--- src/rtl/search_coordinator_pkg.sv ---
// Shared types for the gate-sequence search coordinator.
// Holds the index width, the first searched length and the FSM state encoding.
package search_coordinator_pkg;

   localparam int SEQ_INDEX_BITS = 4;

   typedef logic [SEQ_INDEX_BITS-1:0] seq_idx_t;

   localparam seq_idx_t MIN_LENGTH = seq_idx_t'(1);

   typedef enum logic [2:0] {
      ST_IDLE        = 3'd0,
      ST_LAUNCH      = 3'd1,
      ST_WAIT_RESULT = 3'd2,
      ST_WAIT_STEP   = 3'd3,
      ST_REPLAY_WAIT = 3'd4,
      ST_DONE        = 3'd5
   } coord_state_t;

endpackage

--- src/rtl/search_coordinator.sv ---
// search_coordinator: top-level scheduler for the gate-sequence search.
// Sweeps the sequence length from MIN_LENGTH up to the latched len_limit.
// For each length it starts the generator, consumes one comparator verdict
// per sequence, and either steps the generator on or replays a match.
//
// Optional build macro SEARCH_COORD_STATS_EN adds the seq_tested output.
// seq_tested is a saturating count of the verdicts seen while busy.
//
// Handshake: the generator and comparator are driven and observed with
// single-cycle pulses, not valid/ready pairs.
// - start, can_advance and repeat_seq are registered one-cycle pulses.
//   At most one of them is high in any cycle.
// - result_valid is a one-cycle pulse that qualifies match.
// - complete is a level; only its rising edge ends a length.
// state_dbg exposes the FSM state for checkers.
module search_coordinator
   import search_coordinator_pkg::*;
(
   input  logic         clk,
   input  logic         reset,
   input  logic         go,
   input  seq_idx_t     len_limit,
   output seq_idx_t     max_length,
   output logic         start,
   input  logic         complete,
   output logic         can_advance,
   output logic         repeat_seq,
   input  logic         result_valid,
   input  logic         match,
   output logic         replaying,
   output logic         busy,
   output logic         done,
   output logic         found,
   output seq_idx_t     found_length,
`ifdef SEARCH_COORD_STATS_EN
   output logic [31:0]  seq_tested,
`endif
   output coord_state_t state_dbg
);

   coord_state_t state;
   seq_idx_t     limit_q;
   logic         complete_q;
   logic         complete_rise;
   logic         go_accept;

   assign complete_rise = complete & ~complete_q;
   assign go_accept     = go && ((state == ST_IDLE) || (state == ST_DONE));
   assign busy          = (state != ST_IDLE) && (state != ST_DONE);
   assign state_dbg     = state;

   // Search FSM with registered pulse outputs and the complete edge detector.
   always_ff @(posedge clk) begin
      if (reset) begin
         state        <= ST_IDLE;
         limit_q      <= '0;
         max_length   <= '0;
         start        <= 1'b0;
         can_advance  <= 1'b0;
         repeat_seq   <= 1'b0;
         replaying    <= 1'b0;
         done         <= 1'b0;
         found        <= 1'b0;
         found_length <= '0;
         complete_q   <= 1'b0;
      end else begin
         start       <= 1'b0;
         can_advance <= 1'b0;
         repeat_seq  <= 1'b0;
         complete_q  <= complete;
         case (state)
            ST_IDLE, ST_DONE: begin
               if (go) begin
                  limit_q      <= len_limit;
                  done         <= 1'b0;
                  found        <= 1'b0;
                  found_length <= '0;
                  if (len_limit < MIN_LENGTH) begin
                     // Nothing to search: finish without touching the generator.
                     max_length <= '0;
                     done       <= 1'b1;
                     state      <= ST_DONE;
                  end else begin
                     max_length <= MIN_LENGTH;
                     start      <= 1'b1;
                     state      <= ST_LAUNCH;
                  end
               end
            end
            ST_LAUNCH: begin
               // Treat complete as already high so a level left over from the
               // previous length cannot look like a fresh edge.
               complete_q <= 1'b1;
               state      <= ST_WAIT_RESULT;
            end
            ST_WAIT_RESULT, ST_WAIT_STEP: begin
               if (result_valid) begin
                  // A verdict wins over a simultaneous complete edge.
                  if (match) begin
                     repeat_seq <= 1'b1;
                     replaying  <= 1'b1;
                     state      <= ST_REPLAY_WAIT;
                  end else begin
                     can_advance <= 1'b1;
                     state       <= ST_WAIT_STEP;
                  end
               end else if ((state == ST_WAIT_STEP) && complete_rise) begin
                  if (max_length < limit_q) begin
                     max_length <= max_length + seq_idx_t'(1);
                     start      <= 1'b1;
                     state      <= ST_LAUNCH;
                  end else begin
                     done  <= 1'b1;
                     found <= 1'b0;
                     state <= ST_DONE;
                  end
               end
            end
            ST_REPLAY_WAIT: begin
               if (result_valid) begin
                  found        <= 1'b1;
                  done         <= 1'b1;
                  found_length <= max_length;
                  replaying    <= 1'b0;
                  state        <= ST_DONE;
               end
            end
            default: state <= ST_IDLE;
         endcase
      end
   end

`ifdef SEARCH_COORD_STATS_EN
   // Saturating count of verdicts seen during a search, cleared by each accepted go.
   always_ff @(posedge clk) begin
      if (reset) begin
         seq_tested <= '0;
      end else if (go_accept) begin
         seq_tested <= '0;
      end else if (result_valid && busy && (seq_tested != 32'hFFFF_FFFF)) begin
         seq_tested <= seq_tested + 32'd1;
      end
   end
`endif

endmodule

--- config.mk ---
export PLATFORM = sky130hd
export DESIGN_NAME = search_coordinator
export DESIGN_NICKNAME = d
export VERILOG_FILES = /design/src/rtl/search_coordinator_pkg.sv /design/src/rtl/search_coordinator.sv
export SDC_FILE = /design/constraint.sdc
export NUM_CORES = 1
export LEC_CHECK = 0
export CORE_UTILIZATION = 55
export DETAILED_ROUTE_END_ITERATION = 8
export DONT_BUFFER_PORTS = 1
export GPL_TIMING_DRIVEN = 0
export MAX_ROUTING_LAYER = met4
export PLACE_DENSITY = 0.73
export SYNTH_ARGS = -nofsm -noshare
export SYNTH_HDL_FRONTEND = slang
export SYNTH_SLANG_ARGS = --single-unit
--- constraint.sdc ---
create_clock -name clk -period 1.4 [get_ports clk]
set_input_delay 0.07 -clock clk [delete_from_list [all_inputs] [get_ports clk]]
set_output_delay 0.07 -clock clk [all_outputs]
set_load 0.05 [all_outputs]
# After elaboration in Yosys (flattened, before gate mapping)
# Index checks and enable logic that the tools add are counted.
# word_totals
register_bits	22
inputBits	10
wordCells	92
# classes
n_addsub	1
order_cmp	2
n_eq_ne	15
mux	42
bitwise	4
n_reduce_logical	17
# ops
op	n
$mux W4	6
$mux W1	22
$mux W3	7
$ne A2 B2 Y1 const B	8
$pmux W4 S2	2
$pmux W3 S4	1
$eq A3 B2 Y1 const B	2
$eq A3 B3 Y1 const B	2
$ne A3 B3 Y1 const B	2
$pmux W1 S3	2
$reduce_and A3 Y1	2
$reduce_and A6 Y1	1
$reduce_bool A2 Y1	3
$reduce_bool A3 Y1	2
$reduce_and A5 Y1	1
$add A4 B1 Y4 const B	1
$lt A4 B1 Y1 const B	1
$lt A4 B4 Y1	1
$pmux W1 S2	2
$reduce_and A4 Y1	1
$reduce_or A2 Y1	2
$eq A3 B1 Y1 const B	1
$logic_not A3 Y1	1
$not A1 Y1	3
other kinds (4)	5

# Depth between registers and ports, before layout
# Gate-level depths: netlist (run 1).
# logic_depth
depth_word	6
ltp_mapped	6
mapped_depth_nobuf	6

# Least setup slack after synthesis (run 1)
# OpenSTA, ideal clock, no wires.
# synth_path
path_kind	register -> register
startpoint	register max_length[1]
endpoint	register max_length[2]
setup_time_ns	0.132
arrival_time_ns	1.812
setup_slack_ns	-0.544
stages_incl_launch_ff	6
path_buffers	0
period_less_slack_ns	1.944
path_cell_list	dfxtp_1 > ha_1 > o211ai_1 > o21ai_0 > o311ai_0 > a21oi_1
# synth_between
elab_chain_len	5
word_cells_on_any_way	8
classes_between	add/sub (1); order compare (1); eq/ne (1); mux (4); reduce/logical (1)
# synth_rtl
element	line	rtl
from (decl)	search_coordinator.sv:23	output seq_idx_t max_length,
from (signal assigned)	search_coordinator.sv:109	max_length <= max_length + seq_idx_t'(1);
$add A4 B1 Y4	search_coordinator.sv:109	
$mux W4	search_coordinator.sv:108	if (max_length < limit_q) begin
$mux W4	search_coordinator.sv:107	end else if ((state == ST_WAIT_STEP) && complete_rise) begin
$mux W4	search_coordinator.sv:97	if (result_valid) begin
$pmux W4 S2	search_coordinator.sv:71	case (state)
# Several ways; a longest one is shown, not always the timed one. The select of a mux whose other input is x is not followed.
# A chain may end at the register's enable or synchronous reset.

# Worst setup path in the final report (run 1)
# Same ends and word-level chain as after synthesis.

==> impl_metrics.env, run 1 <==
export IMPL_fmax_mhz=581
export IMPL_ys_async_sr_fraction_pct=0
export IMPL_cp_start_kind="flop"
export IMPL_grt_util_all_layers_pct=29.7
export IMPL_fin_ws_ps=-321
export IMPL_violations="setup timing"
export IMPL_critical_path_class="reg -> reg"
export IMPL_path_clk_slew_ps=120
export IMPL_min_delay_path_depth=2
export IMPL_hold_class="in -> reg"
export IMPL_grt_max_degree=13
export IMPL_grt_pass1_vias=1180
export IMPL_die_area_um2=2380
export IMPL_drc=0
export IMPL_cts_sinks=22
export IMPL_worstPathArrival_ps=1910
export IMPL_die_y_um=48.8
export IMPL_syn_area_per_cell_um2=8.54
export IMPL_maxSlewViolCount=0
export IMPL_cts_made_buffers=3
export IMPL_seq_area_frac_synth_pct=36.6
export IMPL_pin_count=28
export IMPL_cts_tree="done"
export IMPL_cts_htree_levels=1
export IMPL_clk_latency_ps=310
export IMPL_synth_most_common_cell="dfxtp_1"
export IMPL_hpwl_mm=2.15
export IMPL_drv_cap=0
export IMPL_crit_path_max_fanout=6
export IMPL_antenna_found_initial=0
export IMPL_yosys_warnings=0
export IMPL_crit_path_end_kind="flop"
export IMPL_outcome="finished with violations"
export IMPL_finClkSkew_ps=2.73
export IMPL_vias=1194
export IMPL_ys_flop_type="dfxtp_1"
export IMPL_worst_path_max_delay_cell="dfxtp_4"
export IMPL_syn_cell_area_um2=1200
export IMPL_synth_common_cells="dfxtp_1 (22), a21oi_1 (14), nand2_1 (14)"
export IMPL_area_delta_synth_final_pct=35.1
export IMPL_drive_gt1_share_pct=32.7
export IMPL_grt_pass1_wl_mm=5.33
export IMPL_worstPathCellList="ha_4, o211ai_1, o21ai_2, o311ai_1, a21oi_1"
export IMPL_final_hold_viol_count=0
export IMPL_slew_limit_headroom_pct=60.9
export IMPL_firstDrtPassIters=4
export IMPL_layout_nets=174
export IMPL_drtIter0Drc=39
export IMPL_p_per_area_nw_per_um2=2190
export IMPL_cts_root_buf="clkbuf_4"
export IMPL_ir_drop_mv=1.61
export IMPL_core_um2=2000
export IMPL_critical_path_max_stage_delay_ps=510
export IMPL_r2r_cells=5
export IMPL_route_detailed_wl_per_inst_um=18.1
export IMPL_grt_overflow_total=0
export IMPL_synthCells=141
export IMPL_synth_seq_cells=22
export IMPL_final_min_clock_period_ps=1720
export IMPL_placedCellCount=168
export IMPL_synth_edf_count=0
export IMPL_syn_nets=155
export IMPL_synthTopCellsByArea="dfxtp_1 (37%), a21oi_1 (5.8%), nand2_1 (4.4%)"
export IMPL_rows=16
export IMPL_synth_distinct_cells=45
export IMPL_io_buffers=0
export IMPL_antenna_cells=0
export IMPL_gp_congestion=0.869
export IMPL_yosysTopAreaCellShare_pct=36.6
export IMPL_power_leakage_nw=0.571
export IMPL_start_util_pct=60.1
export IMPL_ant_nets=0
export IMPL_setup_viol=14
export IMPL_fillers=134
export IMPL_die_w_um=48.8
export IMPL_yosys_area_top_type="dfxtp_1"
export IMPL_via_per_inst=6.42
export IMPL_fin_crit_sh_pct=123
export IMPL_cts_buffer_depth=2
export IMPL_total_power_mw=3.56
export IMPL_wirelength_mm=3.36
export IMPL_worst_pin_slew_ps=585
export IMPL_final_cells=186
export IMPL_cp_required_ps=1590
export IMPL_rsz0062_at_grt="true"
export IMPL_final_util_pct=81.3
==> flip-flops by register name, summed over array words and instances, names as in the netlist <==
signal	cells
can_advance	1
start	1
replaying	1
max_length	4
repeat_seq	1
state_dbg	3
complete_q	1
found	1
found_length	4
limit_q	4
done	1
==> metal layers <==
metal | routed length [um] | global-route usage [%] | vias up
met5 | 0 | - | -
met4 | 16 | 8.33 | 0
met3 | 356 | 7.17 | 2
met2 | 1650 | 49.5 | 71
met1 | 1340 | 35.5 | 563
li1 | - | - | 558
==> power by group <==
| group | internal (mW) | total [mW] | leakage [nW] | switching (mW) |
|---|---|---|---|---|
| logic | 0.905 | 1.99 | 0.366 | 1.08 |
| registers | 0.771 | 1.22 | 0.184 | 0.445 |
| clock network | 0.159 | 0.353 | 0.0210 | 0.194 |
| total | 1.84 | 3.56 | 0.571 | 1.72 |
==> final timing paths <==
| kind | startpoint | endpoint | slack, ps |
|---|---|---|---|
| worst min register to register | limit_q[2] | limit_q[2] | 470 |
| worst max register to register | max_length[1] | max_length[2] | -320 |
| worst max-delay path | max_length[1] | max_length[2] | -320 |
| worst min-delay path | go | found | 50 |
==> logic make-up after synthesis <==
group	share of synthesized area (%)
AO/OA/AOI/OAI	23.1
XOR/XNOR	0.728
adder cells (fa/ha/maj)	4.99
buffers and inverters	5.41
flip-flops	36.6
multiplexers	2.49
AND/OR/NAND/NOR	26.7
==> through the flow <==
step | area [um2] | TNS (ps) | hold WS [ps] | setup slack [ps]
3_3_place_gp | 1360 | -2640 | 200 | -246
4_1_cts | 1560 | -3060 | 36.3 | -251
3_5_place_dp | 1360 | -3050 | 202 | -266
5_1_grt | 1630 | -4020 | 42.7 | -378
2_1_floorplan | 1330 | -945 | 191 | -113
6_report | 1630 | -3140 | 49.6 | -321
==> cells in the final DEF, fill, tap and decap left out, types with 3 or more instances in the layout <==
cell and n:
inv_1 6, dfxtp_1 15, nand2b_1 3, ha_4 3, o21ai_1 3, nand3_1 7
and3_1 3, dfxtp_4 6, nor3_1 3, nand2_1 13, clkbuf_4 3, a21oi_1 13
dlygate4sd3_1 7, nor2_1 5, buf_4 7
==> layout make-up <==
cell class	instances	area (um2)	share of cell area (%)
plain buffers	7	70.1	4.31
well taps	27	33.8	2.08
repair buffers	14	123	7.54
inverters	7	26.3	1.62
flip-flops and latches	22	464	28.5
clock buffers	4	36.3	2.23
multi-input cells	105	873	53.7
==> critical path: cells and delay by family, from the launching register on <==
family | cells | cell delay (ps)
compound gates | 4 | 860
fa+ha+maj | 1 | 240
flops | 1 | 510
==> repair_timing <==
item | 4_1_cts | 5_1_grt
endpoints found under the hold margin | 7 | 0
gates cloned | 0 | 0
pin swaps | 14 | 13
setup buffers | 4 | 4
endpoints found under the setup margin | 20 | 20
hold buffers | 7 | 0
gates resized for setup | 17 | 8
Power figures use the tool's default switching activity.
==> inputs of run 2 (changes only) <==
--- a/config.mk
+++ b/config.mk
@@ -5,12 +5,12 @@
 export SDC_FILE = /design/constraint.sdc
 export NUM_CORES = 1
 export LEC_CHECK = 0
-export CORE_UTILIZATION = 55
+export CORE_UTILIZATION = 45
 export DETAILED_ROUTE_END_ITERATION = 8
 export DONT_BUFFER_PORTS = 1
 export GPL_TIMING_DRIVEN = 0
 export MAX_ROUTING_LAYER = met4
-export PLACE_DENSITY = 0.73
+export RECOVER_POWER = 100
 export SYNTH_ARGS = -nofsm -noshare
 export SYNTH_HDL_FRONTEND = slang
 export SYNTH_SLANG_ARGS = --single-unit
==> impl_metrics.env, run 2 (same netlist as run 1, synthesis figures left out) <==
export IMPL_cp_start_kind="flop"
export IMPL_drc=0
export IMPL_fin_area_um2=1670
export IMPL_cts_htree_levels=1
export IMPL_pwr_share_clk_pct=10.1
export IMPL_route_detailed_wl_per_inst_um=17.8
export IMPL_area_delta_synth_final_pct=38.7
export IMPL_violations="setup timing"
export IMPL_final_min_clock_period_ps=1650
export IMPL_drv_cap=0
export IMPL_p_sw_mw=1.75
export IMPL_ir_drop_mv=1.58
export IMPL_grt_pass1_wl_mm=4.67
export IMPL_rr_startpoint="state_dbg[0]"
export IMPL_outcome="finished with violations"
export IMPL_hpwl_mm=2.16
export IMPL_p_per_area_nw_per_um2=2190
export IMPL_ant_nets=0
export IMPL_drtIter0Drc=36
export IMPL_antenna_cells=0
export IMPL_maxSlewViolCount=0
export IMPL_drive_gt1_share_pct=35.7
export IMPL_dp_slack_ps=-273
export IMPL_cts_made_buffers=3
export IMPL_pin_count=28
export IMPL_path_clk_slew_ps=130
export IMPL_cts_root_buf="clkbuf_4"
export IMPL_final_hold_viol_count=0
export IMPL_io_buffers=0
export IMPL_cp_required_ps=1630
export IMPL_rows=18
export IMPL_p_int_mw=1.90
export IMPL_final_cells=187
export IMPL_grt_overflow_total=0
export IMPL_placed_area_um2=1360
export IMPL_seqPwrFrac_pct=33.1
export IMPL_grt_util_all_layers_pct=23.3
export IMPL_cts_sinks=22
export IMPL_grt_max_degree=13
export IMPL_largestRegisters="found_length (4), limit_q (4), max_length (4)"
export IMPL_critical_path_class="reg -> reg"
export IMPL_final_util_pct=66.8
export IMPL_cts_buffer_depth=2
export IMPL_fillers=204
export IMPL_core_um2=2500
export IMPL_power_leakage_nw=0.583
export IMPL_total_power_mw=3.65
export IMPL_hold_class="in -> reg"
export IMPL_crit_path_max_fanout=5
export IMPL_via_per_inst=6.03
export IMPL_switching_share_pct=48.0
export IMPL_die_y_um=53.7
export IMPL_cts_tree="done"
export IMPL_grt_pass1_vias=966
export IMPL_die_area_um2=2890
export IMPL_fin_ws_ps=-251
export IMPL_antenna_found_initial=0
export IMPL_fmax_mhz=606
export IMPL_layout_commonest_cell="dfxtp_1"
export IMPL_die_w_um=53.7
export IMPL_cp_startpoint="state_dbg[0]"
export IMPL_fin_crit_sh_pct=118
export IMPL_wirelength_mm=3.32
export IMPL_clk_latency_ps=320
export IMPL_gp_congestion=0.803
export IMPL_vias=1128
export IMPL_finClkSkew_ps=2.25
export IMPL_min_from="go"
export IMPL_firstDrtPassIters=5
export IMPL_layout_nets=172
export IMPL_start_util_pct=48.1
export IMPL_slew_limit_headroom_pct=59.0
export IMPL_layout_common_cells="dfxtp_1 (15), a21oi_1 (12), nand2_1 (12)"
export IMPL_reg2reg_slack_ps=-250
export IMPL_worst_pin_slew_ps=615
export IMPL_worstPathArrival_ps=1880
export IMPL_placedCellCount=171
export IMPL_setup_viol=20
export IMPL_rsz0062_at_grt="true"
export IMPL_crit_path_end_kind="flop"
export IMPL_comb_power_share_pct=56.8
==> run 2: cell type report <==
class	count	area [um2]	share of cell area [%]
multi-input cells	105	907	54.3
plain buffers	7	66.3	3.97
repair buffers	12	134	8.02
inverters	7	26.3	1.57
clock buffers	4	36.3	2.17
well taps	30	37.5	2.25
flip-flops and latches	22	462	27.7
==> run 2: power groups by stage <==
stage	Clock [mW]	Combinational, mW	Sequential [mW]
global placement	0	1.45	1.21
finish	0.367	2.08	1.21
CTS	0.368	1.60	1.20
floorplan	0	1.23	1.18
global route	0.384	2.22	1.23
detailed placement	0	1.46	1.21
==> run 2: path summary, 6_finish.rpt <==
| check | to | depth (start not counted) |
|---|---|---|
| setup / recovery | state_dbg[0] | 5 |
| hold / removal | limit_q[0] | 3 |
| setup reg to reg | state_dbg[0] | 5 |
| hold reg to reg | limit_q[0] | 2 |
==> run 2: timing repair <==
action / in CTS / in global routing
endpoints found under the hold margin: 8 / 0
cloned: 0 / 1
gates resized for setup: 9 / 26
pin swaps: 9 / 13
buffers inserted: 1 / 4
setup endpoints to repair: 17 / 20
hold buffers: 6 / 0
==> run 2: through the flow <==
step,setup TNS (ps),hold WS (ps)
after CTS,-2910,29.0
final,-3690,9.22
after floorplan,-945,191
after global routing,-4820,37.9
after global placement,-2910,201
after detailed placement,-3040,205
==> run 2: critical path, cell delays in order, from the launching register on <==
cell and delay (ps):
dfxtp_4 490, buf_12 170, mux2i_4 330, a31oi_4 130, o31a_1 160, o221a_2 280
==> run 2: routing by layer <==
layer  vias up  routed length [um]  track usage, %
met4         0                  26            6.58
met3         3                 253            4.52
met2        48                1490            32.3
met1       523                1550            33.8
met5         -                   0               -
li1        554                   -               -
